**src/rtl/cpu_seq_ctrl.sv**
```systemverilog
// Multi-cycle CPU sequencer: walks FETCH/DECODE/EXEC/MEM/WB per instruction and
// drives datapath strobes as decodes of the current state plus the memory handshake.
module cpu_seq_ctrl (
    input  logic        clk,
    input  logic        res_n,
    input  logic [31:0] ir,
    input  logic        mem_ready,
    input  logic        alu_zero,
    output logic [7:0]  imm_ctrl,
    output logic        ir_write,
    output logic        pc_write,
    output logic        pc_src,
    output logic        mem_req,
    output logic        mem_we,
    output logic        mem_addr_src,
    output logic        alu_src_imm,
    output logic        reg_write,
    output logic        wb_sel_mem,
    output logic        retire,
    output logic        illegal,
    output logic [2:0]  state,
    output logic [31:0] instr_cnt
);

    localparam logic [2:0] ST_IDLE   = 3'd0;
    localparam logic [2:0] ST_FETCH  = 3'd1;
    localparam logic [2:0] ST_DECODE = 3'd2;
    localparam logic [2:0] ST_EXEC   = 3'd3;
    localparam logic [2:0] ST_MEM    = 3'd4;
    localparam logic [2:0] ST_WB     = 3'd5;

    localparam logic [6:0] OP_R      = 7'b0110011;
    localparam logic [6:0] OP_IALU   = 7'b0010011;
    localparam logic [6:0] OP_LOAD   = 7'b0000011;
    localparam logic [6:0] OP_STORE  = 7'b0100011;
    localparam logic [6:0] OP_BRANCH = 7'b1100011;

    logic [2:0]  state_r;
    logic [2:0]  next_state_s;
    logic [6:0]  opcode_r;
    logic [31:0] instr_cnt_r;
    logic [6:0]  cur_op_s;
    logic [2:0]  funct3_s;
    logic        branch_ok_s;
    logic        branch_taken_s;
    logic        unused_ir_s;

    function automatic logic is_legal_op(input logic [6:0] op);
        case (op)
            OP_R, OP_IALU, OP_LOAD, OP_STORE, OP_BRANCH: is_legal_op = 1'b1;
            default:                                     is_legal_op = 1'b0;
        endcase
    endfunction

    function automatic logic [7:0] imm_code(input logic [6:0] op);
        case (op)
            OP_STORE:  imm_code = 8'h08;
            OP_BRANCH: imm_code = 8'h18;
            default:   imm_code = 8'h00;
        endcase
    endfunction

    assign unused_ir_s = ^{ir[31:15], ir[11:7]};
    assign funct3_s    = ir[14:12];
    assign state       = state_r;
    assign instr_cnt   = instr_cnt_r;

    // State, opcode latch and retire counter; reset overrides every other input
    always_ff @(posedge clk) begin
        if (!res_n) begin
            state_r     <= ST_IDLE;
            opcode_r    <= 7'd0;
            instr_cnt_r <= 32'd0;
        end else begin
            state_r <= next_state_s;
            if (state_r == ST_DECODE) begin
                opcode_r <= ir[6:0];
            end else begin
                opcode_r <= opcode_r;
            end
            if (retire) begin
                instr_cnt_r <= instr_cnt_r + 32'd1;
            end else begin
                instr_cnt_r <= instr_cnt_r;
            end
        end
    end

    // Opcode in effect: ir directly while decoding, the latched copy afterwards
    always_comb begin
        cur_op_s = opcode_r;
        if (state_r == ST_DECODE) begin
            cur_op_s = ir[6:0];
        end else begin
            cur_op_s = opcode_r;
        end
    end

    // Branch condition: only BEQ and BNE are supported
    always_comb begin
        branch_ok_s    = 1'b0;
        branch_taken_s = 1'b0;
        case (funct3_s)
            3'b000: begin
                branch_ok_s    = 1'b1;
                branch_taken_s = alu_zero;
            end
            3'b001: begin
                branch_ok_s    = 1'b1;
                branch_taken_s = ~alu_zero;
            end
            default: begin
                branch_ok_s    = 1'b0;
                branch_taken_s = 1'b0;
            end
        endcase
    end

    // Next-state logic
    always_comb begin
        next_state_s = ST_IDLE;
        case (state_r)
            ST_IDLE:   next_state_s = ST_FETCH;
            ST_FETCH:  next_state_s = mem_ready ? ST_DECODE : ST_FETCH;
            ST_DECODE: next_state_s = is_legal_op(ir[6:0]) ? ST_EXEC : ST_FETCH;
            ST_EXEC: begin
                case (opcode_r)
                    OP_LOAD, OP_STORE: next_state_s = ST_MEM;
                    OP_R, OP_IALU:     next_state_s = ST_WB;
                    default:           next_state_s = ST_FETCH;
                endcase
            end
            ST_MEM: begin
                if (!mem_ready) begin
                    next_state_s = ST_MEM;
                end else if (opcode_r == OP_LOAD) begin
                    next_state_s = ST_WB;
                end else begin
                    next_state_s = ST_FETCH;
                end
            end
            ST_WB:   next_state_s = ST_FETCH;
            default: next_state_s = ST_IDLE;
        endcase
    end

    // Output decode; ir_write, pc_write and retire also follow mem_ready on the ack cycle
    always_comb begin
        imm_ctrl     = 8'h00;
        ir_write     = 1'b0;
        pc_write     = 1'b0;
        pc_src       = 1'b0;
        mem_req      = 1'b0;
        mem_we       = 1'b0;
        mem_addr_src = 1'b0;
        alu_src_imm  = 1'b0;
        reg_write    = 1'b0;
        wb_sel_mem   = 1'b0;
        retire       = 1'b0;
        illegal      = 1'b0;
        case (state_r)
            ST_FETCH: begin
                mem_req  = 1'b1;
                ir_write = mem_ready;
            end
            ST_DECODE: begin
                imm_ctrl = imm_code(cur_op_s);
                illegal  = ~is_legal_op(ir[6:0]);
            end
            ST_EXEC: begin
                imm_ctrl    = imm_code(cur_op_s);
                alu_src_imm = (opcode_r == OP_IALU) || (opcode_r == OP_LOAD) ||
                              (opcode_r == OP_STORE);
                if (opcode_r == OP_BRANCH) begin
                    if (branch_ok_s) begin
                        pc_write = 1'b1;
                        pc_src   = branch_taken_s;
                        retire   = 1'b1;
                    end else begin
                        illegal  = 1'b1;
                    end
                end else begin
                    pc_write = 1'b0;
                end
            end
            ST_MEM: begin
                imm_ctrl     = imm_code(cur_op_s);
                mem_req      = 1'b1;
                mem_addr_src = 1'b1;
                mem_we       = (opcode_r == OP_STORE);
                if (mem_ready && (opcode_r == OP_STORE)) begin
                    pc_write = 1'b1;
                    retire   = 1'b1;
                end else begin
                    pc_write = 1'b0;
                    retire   = 1'b0;
                end
            end
            ST_WB: begin
                imm_ctrl   = imm_code(cur_op_s);
                reg_write  = 1'b1;
                wb_sel_mem = (opcode_r == OP_LOAD);
                pc_write   = 1'b1;
                retire     = 1'b1;
            end
            default: begin
                imm_ctrl = 8'h00;
            end
        endcase
    end

endmodule
```
**config.mk**
```make
export PLATFORM = sky130hd
export DESIGN_NAME = cpu_seq_ctrl
export DESIGN_NICKNAME = d
export VERILOG_FILES = /design/src/rtl/cpu_seq_ctrl.sv
export SDC_FILE = /design/constraint.sdc
export NUM_CORES = 1
export LEC_CHECK = 0
export ABC_CLOCK_PERIOD_IN_PS = 2000
export BUFFER_PORTS_ARGS = -buffer_cell sky130_fd_sc_hd__buf_2
export CAP_MARGIN = 20
export CORE_MARGIN = 4
export CORE_UTILIZATION = 25
export DETAILED_ROUTE_END_ITERATION = 7
export HOLD_SLACK_MARGIN = 0.02
export PLACE_DENSITY = 0.51
export SETUP_SLACK_MARGIN = 0.4
export SLEW_MARGIN = 20
export SYNTH_ARGS = -nofsm -noshare
export SYNTH_HDL_FRONTEND = slang
export SYNTH_SLANG_ARGS = --single-unit
```
**constraint.sdc**
```tcl
create_clock -name clk -period 2 [get_ports clk]
set_input_delay 0.4 -clock clk [delete_from_list [all_inputs] [get_ports clk]]
set_output_delay 0.4 -clock clk [all_outputs]
set_load 0.05 [all_outputs]
```
==> key figures, run 1 <==
Cells and area
  – Share of final-layout standard cells stronger than drive strength 1: 52.20%
  – Number of nets in the layout: 446
  – Area growth from synthesis to final layout: 66.44%
  – Number of filler cells placed in the layout: 936
  – Summed area of non-filler cells in the final layout: 3896 µm²
  – Number of diodes added for antenna fixing: 0

Die
  – Total Die Area: 10980 µm²
  – # rows: 35
  – Width of the chip: 104.8 µm
  – Area of the core region: 9196 µm²
  – Count of pins on the block boundary: 90
  – Die Ht: 104.8 µm
  – Initial core utilization: 25.46%

Setup path
  – WS Path Type: reg2out
  – Type of element capturing the critical path: output port
  – Max stage delay on crit path: 0.34 ns
  – Max FO, Critical Path: 4
  – Crit path cell chain: and4bb_2, nand4_1, o221a_4, clkinvlp_4, buf_6
  – Worst Path Buf+Inv: 2
  – Arrival time reported for the critical path endpoint: 1.71 ns
  – Critical path data required time: 1.60 ns
  – Critical path startpoint: opcode_r[2]$_SDFF_PN0_
  – Crit start category: flip-flop
  – Family with the most delay on the worst path: simple AND/OR/NAND/NOR gates
  – Worst-path cell with the longest stage delay: sky130_fd_sc_hd__and4bb_2
  – Worst R2R Start: opcode_r[2]$_SDFF_PN0_

Clock tree
  – CTS tree: yes
  – Clock-pin transition on the worst setup and hold timing paths: 0.08 ns
  – Buffer cell driving the clock tree root: sky130_fd_sc_hd__clkbuf_8
  – Number of buffers between clock root and the deepest sink: 2
  – TritonCTS sink count: 42
  – Total of hold buffers inserted after clock tree synthesis: 0
  – Insertion delay to the later sink of the worst-skew pair: 0.30 ns
  – Number of levels in the clock H-tree: 2
  – Inserted Clock Buffers: 5

Synth
  – Synth cell types: 52
  – Synth Cell Area: 2341 µm²
  – Cell type with the largest total area after synthesis: sky130_fd_sc_hd__dfxtp_1
  – Mapped Avg Cell Area: 8.214 µm²
  – Proportion of synthesized chip area in sequential cells: 35.92%
  – Top_reg_cell synth: sky130_fd_sc_hd__dfxtp_1
  – Yosys warnings: 0
  – Portion of synthesized cell area occupied by the leading cell type: 35.92%
  – Biggest area contributors in the synthesized netlist: sky130_fd_sc_hd__dfxtp_1, sky130_fd_sc_hd__a21oi_1, sky130_fd_sc_hd__mux2i_1
  – Asr flop ratio synth: 0%
  – Count of flip-flops with a built-in enable after synthesis: 0
  – Number of synthesized register bits: 42
  – Syn Inst Count: 285

Placement
  – Port bufs: 61
  – Final weighted congestion in routability-driven placement: 0.7902
  – Cell area after placement: 3167 µm²
  – Setup Slack @ Placement: -0.09226 ns
  – Detailed placer's ending HPWL: 5.318 mm

Power and ir drop
  – Overall Power: 1616 µW
  – Clock share of power: 35.5%
  – LEAKAGE: 0.001545 µW
  – Share of total power consumed by net switching: 26.26%
  – Cell Pwr Density: 414.6 nW/µm²
  – Part of the power in combinational logic: 12.1%
  – Sequential group share of total power: 52.4%
  – NetSw: 424.2 µW
  – Worst supply voltage drop on vdd: 0.0002432 V
  – Internal Power: 1191 µW

Run status
  – Run status: complete, but fails checks
  – Failing checks: negative setup slack

STA
  – Crit share post-route: 105.5%
  – Count of pins over their slew limit: 0
  – RSZ-0062 raised after global routing: true
  – Fin Clk Skew: 0.009923 ns
  – Highest clock rate: 0.4741 GHz
  – Final number of setup-violating endpoints: 20
  – Final critical-path setup slack: -0.1093 ns
  – Min Tclk post-route: 2.109 ns
  – Accumulated negative setup slack: -0.8209 ns
  – Hold Violations, Final: 0

Min path
  – Hold Crit Class: in2reg
  – Source of the worst hold timing path: ir[4]

Route
  – Detailed-route DRC error count: 0
  – DR pass1 iterations: 4
  – Sum of routed wire length over all layers: 7.982 mm
  – Post-route ant nets: 0
  – Routed via count: 2637
  – Number of violations reported at the end of detailed-routing iteration 0: 51
  – Number of vias per cell after detailed routing: 5.061
  – Post-DR wirelength/cell: 15.32 µm

GRT
  – Maximum number of pins on one net before global-route repair: 24
  – Wire length of the first global-routing pass: 12.85 mm
  – Antenna violations before repair: 0
  – Vias in the first global route: 2581
  – Overall routing resource usage: 14.38%
  – Total overflow reported by the global router: 0

Run
  – Max-Cap Viols: 0
-- kinds of logic (layout without fill, tap and decap cells) --
kind of cell    after synthesis  count (layout)  synth area share (%)
mux                          11              11                 4.704
simple gates                124             124                 31.91
flops                        42              42                 35.92
other cells                   1               6                0.1602
fa+ha+maj                     1               1                0.5344
compound gates               68              70                 17.96
buf+inv                      35             153                 7.696
xor+xnor                      3               3                 1.123
-- synth_stat cells (4+ instances only) --
cell                       number
sky130_fd_sc_hd__or4_1         12
sky130_fd_sc_hd__nand2b_1       4
sky130_fd_sc_hd__a21oi_1       30
sky130_fd_sc_hd__nand4_1       11
sky130_fd_sc_hd__nand3_1       15
sky130_fd_sc_hd__buf_4          8
sky130_fd_sc_hd__clkbuf_1      12
sky130_fd_sc_hd__nor3_1         5
sky130_fd_sc_hd__nand2_1       17
sky130_fd_sc_hd__o31ai_1       12
sky130_fd_sc_hd__and3_1         5
sky130_fd_sc_hd__o21ai_0       14
sky130_fd_sc_hd__mux2i_1       11
sky130_fd_sc_hd__dfxtp_1       42
sky130_fd_sc_hd__nor2_1        18
sky130_fd_sc_hd__inv_1          9
sky130_fd_sc_hd__or3_1         12
-- per-stage QoR --
stage	hold WS (ns)	utilization [%]	instances
after floorplan	0.4761	-	290
after global placement	0.4719	34.44	488
after detailed placement	0.4773	34.44	488
after CTS	0.3471	39.84	516
after global routing	0.3457	42.37	521
final	0.3527	42.37	521
-- path summary, 6_finish.rpt --
| check | cells after the start | slack, ns | end |
|---|---|---|---|
| hold reg to reg | 2 | 0.49 | instr_cnt[21]$_SDFFE_PN0P_ |
| setup / recovery | 5 | -0.11 | pc_write |
| hold / removal | 3 | 0.35 | opcode_r[4]$_SDFF_PN0_ |
| setup reg to reg | 7 | -0.07 | instr_cnt[31]$_SDFFE_PN0P_ |
-- cells in the final DEF, fill, tap and decap left out, types with 2 or more instances in the layout --
master	n
sky130_fd_sc_hd__a21oi_2	15
sky130_fd_sc_hd__nor2_1	16
sky130_fd_sc_hd__buf_8	8
sky130_fd_sc_hd__dfxtp_2	5
sky130_fd_sc_hd__dfxtp_4	2
sky130_fd_sc_hd__nand4_1	11
sky130_fd_sc_hd__nand3_1	13
sky130_fd_sc_hd__conb_1	6
sky130_fd_sc_hd__o31ai_1	12
sky130_fd_sc_hd__nand3_2	2
sky130_fd_sc_hd__and3_1	5
sky130_fd_sc_hd__buf_2	47
sky130_fd_sc_hd__nand2b_1	3
sky130_fd_sc_hd__a21oi_1	14
sky130_fd_sc_hd__mux2i_1	11
sky130_fd_sc_hd__or3_4	3
sky130_fd_sc_hd__xnor2_1	2
sky130_fd_sc_hd__nand2_1	14
sky130_fd_sc_hd__nor3_4	3
sky130_fd_sc_hd__o21ai_1	2
sky130_fd_sc_hd__clkinvlp_4	2
sky130_fd_sc_hd__clkbuf_8	6
sky130_fd_sc_hd__dfxtp_1	35
sky130_fd_sc_hd__or3_1	9
sky130_fd_sc_hd__nor2_4	2
sky130_fd_sc_hd__nand2_2	2
sky130_fd_sc_hd__o21ai_0	11
sky130_fd_sc_hd__o221a_4	3
sky130_fd_sc_hd__inv_1	5
sky130_fd_sc_hd__or4_4	7
sky130_fd_sc_hd__buf_6	23
sky130_fd_sc_hd__buf_4	56
sky130_fd_sc_hd__nor2b_4	2
sky130_fd_sc_hd__or4_1	6
sky130_fd_sc_hd__nand4b_1	3
-- flip-flops by register name, indices dropped and copies added, names as in the netlist --
| name | cells |
|---|---|
| state | 3 |
| opcode_r | 7 |
| instr_cnt | 32 |
-- per-layer routing --
layer	wire (µm)	track usage, %
met5	0	0
met1	3363	17.84
met4	104	3.561
met2	4036	24.70
met3	477	3.830
-- layout make-up --
class	count	area [µm²]	share of cell area (%)
clock buffers	7	86.33	2.216
flip-flops and latches	42	854.6	21.93
multi-input cells	215	1709	43.87
well taps	111	138.9	3.565
repair buffers	135	1055	27.07
inverters	10	47.55	1.220
clock inverters	1	5.005	0.1285
-- power groups by stage --
stage               registers (µW)  logic (µW)  clock network [µW]
CTS                            846         184                 599
detailed placement             865         151                   0
floorplan                      874         104                   0
global route                   847         206                 637
finish                         846         195                 574
global placement               865         149                   0
-- what timing repair did --
action,CTS,global route
buffers inserted,18,5
endpoints found under the setup margin,45,46
pin swaps,13,16
gates cloned,2,0
gates resized for setup,66,44
-- tightest hold or removal path: cells and delay by family --
kind / cells / cell delay, ns
buf+inv: 1 / 0.09
simple gates: 1 / 0.07
mux: 1 / 0.06
Power figures use the tool's default switching activity.
==> run 2: changes to the inputs <==
Settings changed: CTS_CLUSTER_DIAMETER set to 30, GPL_TIMING_DRIVEN set to 0.
==> key figures, run 2 (synthesized netlist as in run 1, its figures left out) <==
Cells and area
  – Leading cell type in the layout, fill and taps excluded: sky130_fd_sc_hd__buf_2
  – Number of nets in the layout: 440
  – Share of final-layout standard cells stronger than drive strength 1: 59.65%
  – Most frequent cells in the layout: sky130_fd_sc_hd__buf_2, sky130_fd_sc_hd__buf_4, sky130_fd_sc_hd__buf_6
  – Register Area: 890.9 µm²
  – Area growth from synthesis to final layout: 74.18%
  – Max FFs per register: 32
  – Number of filler cells placed in the layout: 908
  – Area occupied by multi-input gates: 1817 µm²
  – Number of diodes added for antenna fixing: 0
  – Final cell count without fillers: 515

Run status
  – Failing checks: negative setup slack
  – Run status: complete, but fails checks

Die
  – # rows: 35
  – Die Ht: 104.8 µm
  – Count of pins on the block boundary: 90
  – Initial core utilization: 25.46%
  – Width of the chip: 104.8 µm
  – Total Die Area: 10980 µm²
  – Area of the core region: 9196 µm²

Setup path
  – Type of element capturing the critical path: output port
  – Max stage delay on crit path: 0.34 ns
  – Cell type with the highest occurrence count on the critical path: sky130_fd_sc_hd__buf_8
  – FF-to-FF setup slack: -0.17 ns
  – RR Endpoint: instr_cnt[31]$_SDFFE_PN0P_
  – Family with the most delay on the worst path: buffers and inverters
  – Worst Path Buf+Inv: 5
  – Crit path cell chain: and4bb_2, nand4_1, o221a_4, buf_6, buf_8, clkinvlp_4, buf_8, buf_8
  – Critical path data required time: 1.60 ns
  – Critical path startpoint: opcode_r[3]$_SDFF_PN0_
  – Max FO, Critical Path: 3
  – Worst-path cell with the longest stage delay: sky130_fd_sc_hd__and4bb_2
  – Depth of the most critical reg-to-reg path: 8
  – WS Path Type: reg2out
  – Arrival time reported for the critical path endpoint: 1.99 ns
  – Crit start category: flip-flop
  – Worst R2R Start: opcode_r[3]$_SDFF_PN0_

Clock tree
  – Clock-pin transition on the worst setup and hold timing paths: 0.09 ns
  – Buffer cell driving the clock tree root: sky130_fd_sc_hd__clkbuf_8
  – Insertion delay to the later sink of the worst-skew pair: 0.30 ns
  – Number of buffers between clock root and the deepest sink: 2
  – Inserted Clock Buffers: 5
  – TritonCTS sink count: 42
  – Total of hold buffers inserted after clock tree synthesis: 0
  – Number of levels in the clock H-tree: 2
  – CTS tree: yes

STA
  – Fin Clk Skew: 0.008814 ns
  – Measured slew at the worst slew-check pin: 0.7054 ns
  – Final critical-path setup slack: -0.3946 ns
  – Accumulated negative setup slack: -3.961 ns
  – Hold Violations, Final: 0
  – Final number of setup-violating endpoints: 33
  – Count of pins over their slew limit: 0
  – Remaining max-slew budget at the tightest pin: 52.97%
  – Min Tclk post-route: 2.395 ns
  – Crit share post-route: 119.7%
  – RSZ-0062 raised after global routing: true
  – Highest clock rate: 0.4176 GHz

Min path
  – Source of the worst hold timing path: ir[0]
  – Worst hold path endpoint: opcode_r[0]$_SDFF_PN0_
  – Worst hold stages: 3
  – Hold Crit Class: in2reg

Route
  – DR pass1 iterations: 4
  – Post-DR wirelength/cell: 16.61 µm
  – Sum of routed wire length over all layers: 8.556 mm
  – Detailed-route DRC error count: 0
  – Number of vias per cell after detailed routing: 5.194
  – Number of violations reported at the end of detailed-routing iteration 0: 125
  – Post-route ant nets: 0
  – Routed via count: 2675

Run
  – Max-Cap Viols: 0

Power and ir drop
  – Cell Pwr Density: 392.1 nW/µm²
  – Worst supply voltage drop on vdd: 0.0002632 V
  – Overall Power: 1599 µW
  – LEAKAGE: 0.001556 µW

Placement
  – Final weighted congestion in routability-driven placement: 0.7906
  – Instance count after placement with tap cells included: 461
  – Detailed placer's ending HPWL: 5.167 mm
  – Setup Slack @ Placement: -0.5226 ns
  – Port bufs: 60

GRT
  – Total overflow reported by the global router: 0
  – Overall routing resource usage: 14.65%
  – Vias in the first global route: 2577
  – Wire length of the first global-routing pass: 13.18 mm
  – Antenna violations before repair: 0
  – Maximum number of pins on one net before global-route repair: 14
==> run 2: changes by cell type in the layout (fill, tap and decap cells not counted), sizes merged <==
cell,before,now
clkinvlp,2,3
clkbuf,7,17
buf,135,120
o221a,3,1
==> run 2: area by class of cell <==
cell class                 count  share of cell area (%)
buffer                        25                   5.861
clock inverter                 2                  0.2455
tap                          111                   3.406
multi-input combinational    213                   44.55
sequential                    42                   21.85
timing repair buffer         106                   21.05
inverter                      10                   1.258
clock buffer                   6                   1.780
==> run 2: worst max path at each step <==
stage / cells after the start / to
floorplan: 8 / retire
global placement: 8 / retire
detailed placement: 8 / retire
CTS: 9 / retire
global route: 9 / retire
finish: 8 / retire
==> run 2: what timing repair did <==
item | in CTS | in global routing
cloned | 1 | 2
hold endpoints to repair | 0 | 0
gates resized for setup | 106 | 75
setup endpoints to repair | 45 | 50
setup buffers | 27 | 16
pin swaps | 25 | 26
==> run 2: layer usage <==
metal | routed length [µm] | share of wire, % | vias to the layer above | track usage [%]
li1 | - | - | 1295 | -
met1 | 3595 | 42 | 1302 | 18.15
met2 | 4364 | 51 | 70 | 25.66
met3 | 485 | 5.7 | 8 | 3.459
met4 | 110 | 1.3 | 0 | 3.374
met5 | 0 | 0 | - | 0
==> run 2: where the power goes <==
part	leakage [µW]	switching, µW	internal, µW	total (µW)
sequential	0.000352	9.74	830	840
combinational	0.00116	121	78.9	200
clock	0.0000450	317	243	559
total	0.00156	447	1150	1600
==> run 2: worst reg2reg max path: stages (launching register included) <==
cell	delay, ns
sky130_fd_sc_hd__dfxtp_2	0.33
sky130_fd_sc_hd__and4bb_2	0.34
sky130_fd_sc_hd__nand4_1	0.15
sky130_fd_sc_hd__o221a_4	0.31
sky130_fd_sc_hd__buf_4	0.14
sky130_fd_sc_hd__buf_8	0.13
sky130_fd_sc_hd__buf_8	0.13
sky130_fd_sc_hd__or4_4	0.47
sky130_fd_sc_hd__a21oi_2	0.11
==> run 2: metrics by stage <==
stage	cell area (µm²)	utilization, %	hold WS [ns]
floorplan	2499	-	0.4761
global placement	2938	31.95	0.4663
detailed placement	2938	31.95	0.4705
CTS	3656	39.76	0.3454
global route	4078	44.34	0.3773
finish	4078	44.34	0.3470
==> run 3: changes to the inputs <==
Settings changed: CORE_MARGIN 4 to unset, RECOVER_POWER set to 50, SKIP_LAST_GASP set to 1.
==> key figures, run 3 (synthesized netlist as in run 1, its figures left out) <==
Route
  – DR pass1 iterations: 4
  – Number of violations reported at the end of detailed-routing iteration 0: 99
  – Detailed-route DRC error count: 0
  – Number of vias per cell after detailed routing: 5.202
  – Post-route ant nets: 0
  – Post-DR wirelength/cell: 16.08 µm
  – Sum of routed wire length over all layers: 8.347 mm
  – Routed via count: 2700

Run status
  – Failing checks: negative setup slack
  – Run status: complete, but fails checks

Cells and area
  – Share of final-layout standard cells stronger than drive strength 1: 55.23%
  – Number of nets in the layout: 447
  – Most frequent cells in the layout: sky130_fd_sc_hd__buf_2, sky130_fd_sc_hd__buf_4, sky130_fd_sc_hd__buf_6
  – Max FFs per register: 32
  – Leading cell type in the layout, fill and taps excluded: sky130_fd_sc_hd__buf_2
  – Area growth from synthesis to final layout: 75.04%
  – Number of diodes added for antenna fixing: 0

Placement
  – Port bufs: 60
  – Setup Slack @ Placement: -0.5311 ns
  – Final weighted congestion in routability-driven placement: 0.7478
  – Detailed placer's ending HPWL: 5.126 mm

Power and ir drop
  – NetSw: 448.5 µW
  – Overall Power: 1875 µW
  – Cell Pwr Density: 457.5 nW/µm²
  – LEAKAGE: 0.001597 µW
  – Clock share of power: 45.8%
  – Part of the power in combinational logic: 9.6%
  – Sequential group share of total power: 44.7%
  – Share of total power consumed by net switching: 23.93%
  – Internal Power: 1426 µW
  – Worst supply voltage drop on vdd: 0.0003222 V

STA
  – Count of pins over their slew limit: 0
  – RSZ-0062 raised after global routing: true
  – Final critical-path setup slack: -0.4341 ns
  – Fin Clk Skew: 0.009003 ns
  – Final number of setup-violating endpoints: 40
  – Measured slew at the worst slew-check pin: 0.6686 ns
  – Hold Violations, Final: 0
  – Highest clock rate: 0.4108 GHz
  – Crit share post-route: 121.7%
  – Remaining max-slew budget at the tightest pin: 55.43%
  – Min Tclk post-route: 2.434 ns

GRT
  – Vias in the first global route: 2605
  – Overall routing resource usage: 16.56%
  – Antenna violations before repair: 0
  – Total overflow reported by the global router: 0
  – Wire length of the first global-routing pass: 12.98 mm
  – Maximum number of pins on one net before global-route repair: 14

Clock tree
  – Insertion delay to the later sink of the worst-skew pair: 0.30 ns
  – Buffer cell driving the clock tree root: sky130_fd_sc_hd__clkbuf_8
  – TritonCTS sink count: 42
  – Inserted Clock Buffers: 5
  – Total of hold buffers inserted after clock tree synthesis: 0
  – Clock-pin transition on the worst setup and hold timing paths: 0.09 ns
  – CTS tree: yes
  – Number of buffers between clock root and the deepest sink: 2
  – Number of levels in the clock H-tree: 2

Die
  – Width of the chip: 98.77 µm
  – Initial core utilization: 26.33%
  – Die Ht: 98.77 µm
  – Area of the core region: 8891 µm²
  – # rows: 34
  – Count of pins on the block boundary: 90
  – Total Die Area: 9755 µm²

Setup path
  – Critical path data required time: 1.60 ns
  – Worst Path Buf+Inv: 8
  – Family with the most delay on the worst path: buffers and inverters
  – Arrival time reported for the critical path endpoint: 2.03 ns
  – Cell type with the highest occurrence count on the critical path: sky130_fd_sc_hd__buf_8
  – Crit path cell chain: buf_6, buf_12, buf_12, nor2b_4, nand2_2, o221a_4, buf_6, buf_8, clkinvlp_4, buf_8, buf_8
  – Crit start category: flip-flop
  – Type of element capturing the critical path: output port
  – Max FO, Critical Path: 4
  – Worst-path cell with the longest stage delay: sky130_fd_sc_hd__dfxtp_4
  – WS Path Type: reg2out
  – Max stage delay on crit path: 0.35 ns

Min path
  – Hold Crit Class: in2reg

Run
  – Max-Cap Viols: 0
==> run 3: changes by cell type in the layout (fill, tap and decap cells not counted), moves of 4 or more <==
| cell | previous run | this run |
|---|---|---|
| sky130_fd_sc_hd__buf_4 | 35 | 40 |
| sky130_fd_sc_hd__dfxtp_2 | 13 | 9 |
| sky130_fd_sc_hd__o31ai_1 | 1 | 5 |
| sky130_fd_sc_hd__o31ai_2 | 8 | 4 |
| sky130_fd_sc_hd__or3_1 | 6 | 11 |
| sky130_fd_sc_hd__or3_4 | 7 | 2 |
| sky130_fd_sc_hd__or4_1 | 3 | 10 |
| sky130_fd_sc_hd__or4_4 | 10 | 3 |
==> run 3: timing repair <==
action                     in CTS  in global routing
setup endpoints to repair      45                 52
pin swaps                      19                 22
buffers inserted               29                 21
resized for setup              94                 74
gates cloned                    2                  1
==> run 3: final cells by class <==
type | instances | area, µm²
clock inverter | 2 | 60.06
fill | 855 | 4793
sequential | 42 | 897.1
inverter | 10 | 53.80
multi-input combinational | 213 | 1710
tap | 108 | 135.1
buffer | 25 | 235.2
timing repair buffer | 113 | 923.4
clock buffer | 6 | 82.58
==> run 3: metal layers <==
metal	global-route usage [%]	share of wire [%]	up-vias	routed length, µm
met3	3.262	5.0	9	420
met2	28.51	49	78	4131
met5	0	0	-	0
li1	-	-	1300	-
met1	21.41	45	1313	3718
met4	3.559	0.91	0	76
==> run 3: worst paths after layout <==
path / from / endpoint / slack, ns / cells past startpoint
worst max-delay path: state[2]$_SDFF_PN0_ / retire / -0.43 / 11
worst min-delay path: ir[0] / opcode_r[0]$_SDFF_PN0_ / 0.35 / 3
worst max register to register: state[2]$_SDFF_PN0_ / instr_cnt[9]$_SDFFE_PN0P_ / -0.29 / 9
worst min register to register: instr_cnt[21]$_SDFFE_PN0P_ / instr_cnt[21]$_SDFFE_PN0P_ / 0.49 / 2
==> run 3: power groups by stage <==
stage	registers (µW)	clock network, µW	logic (µW)
after floorplan	874	0	104
after global placement	868	0	145
after detailed placement	868	0	145
after CTS	838	873	154
after global routing	839	909	190
final	837	858	179
==> run 3: through the flow <==
step	utilization (%)	area [µm²]	TNS [ns]	hold slack, ns	cells
3_5_place_dp	33.00	2934	-6.161	0.4746	458
3_3_place_gp	33.00	2934	-5.902	0.4689	458
2_1_floorplan	-	2499	-14.13	0.4761	290
6_report	46.09	4098	-6.357	0.3488	519
4_1_cts	40.89	3636	-2.158	0.3493	497
5_1_grt	46.09	4098	-9.574	0.3670	519
==> run 3: worst reg2reg max path, delay by kind of cell, from the launching register on <==
kind	cells	cell delay, ns
AOI/OAI and AO/OA	2	0.47
buffers and inverters	4	0.49
DFF	1	0.36
and+or+nand+nor	3	0.89
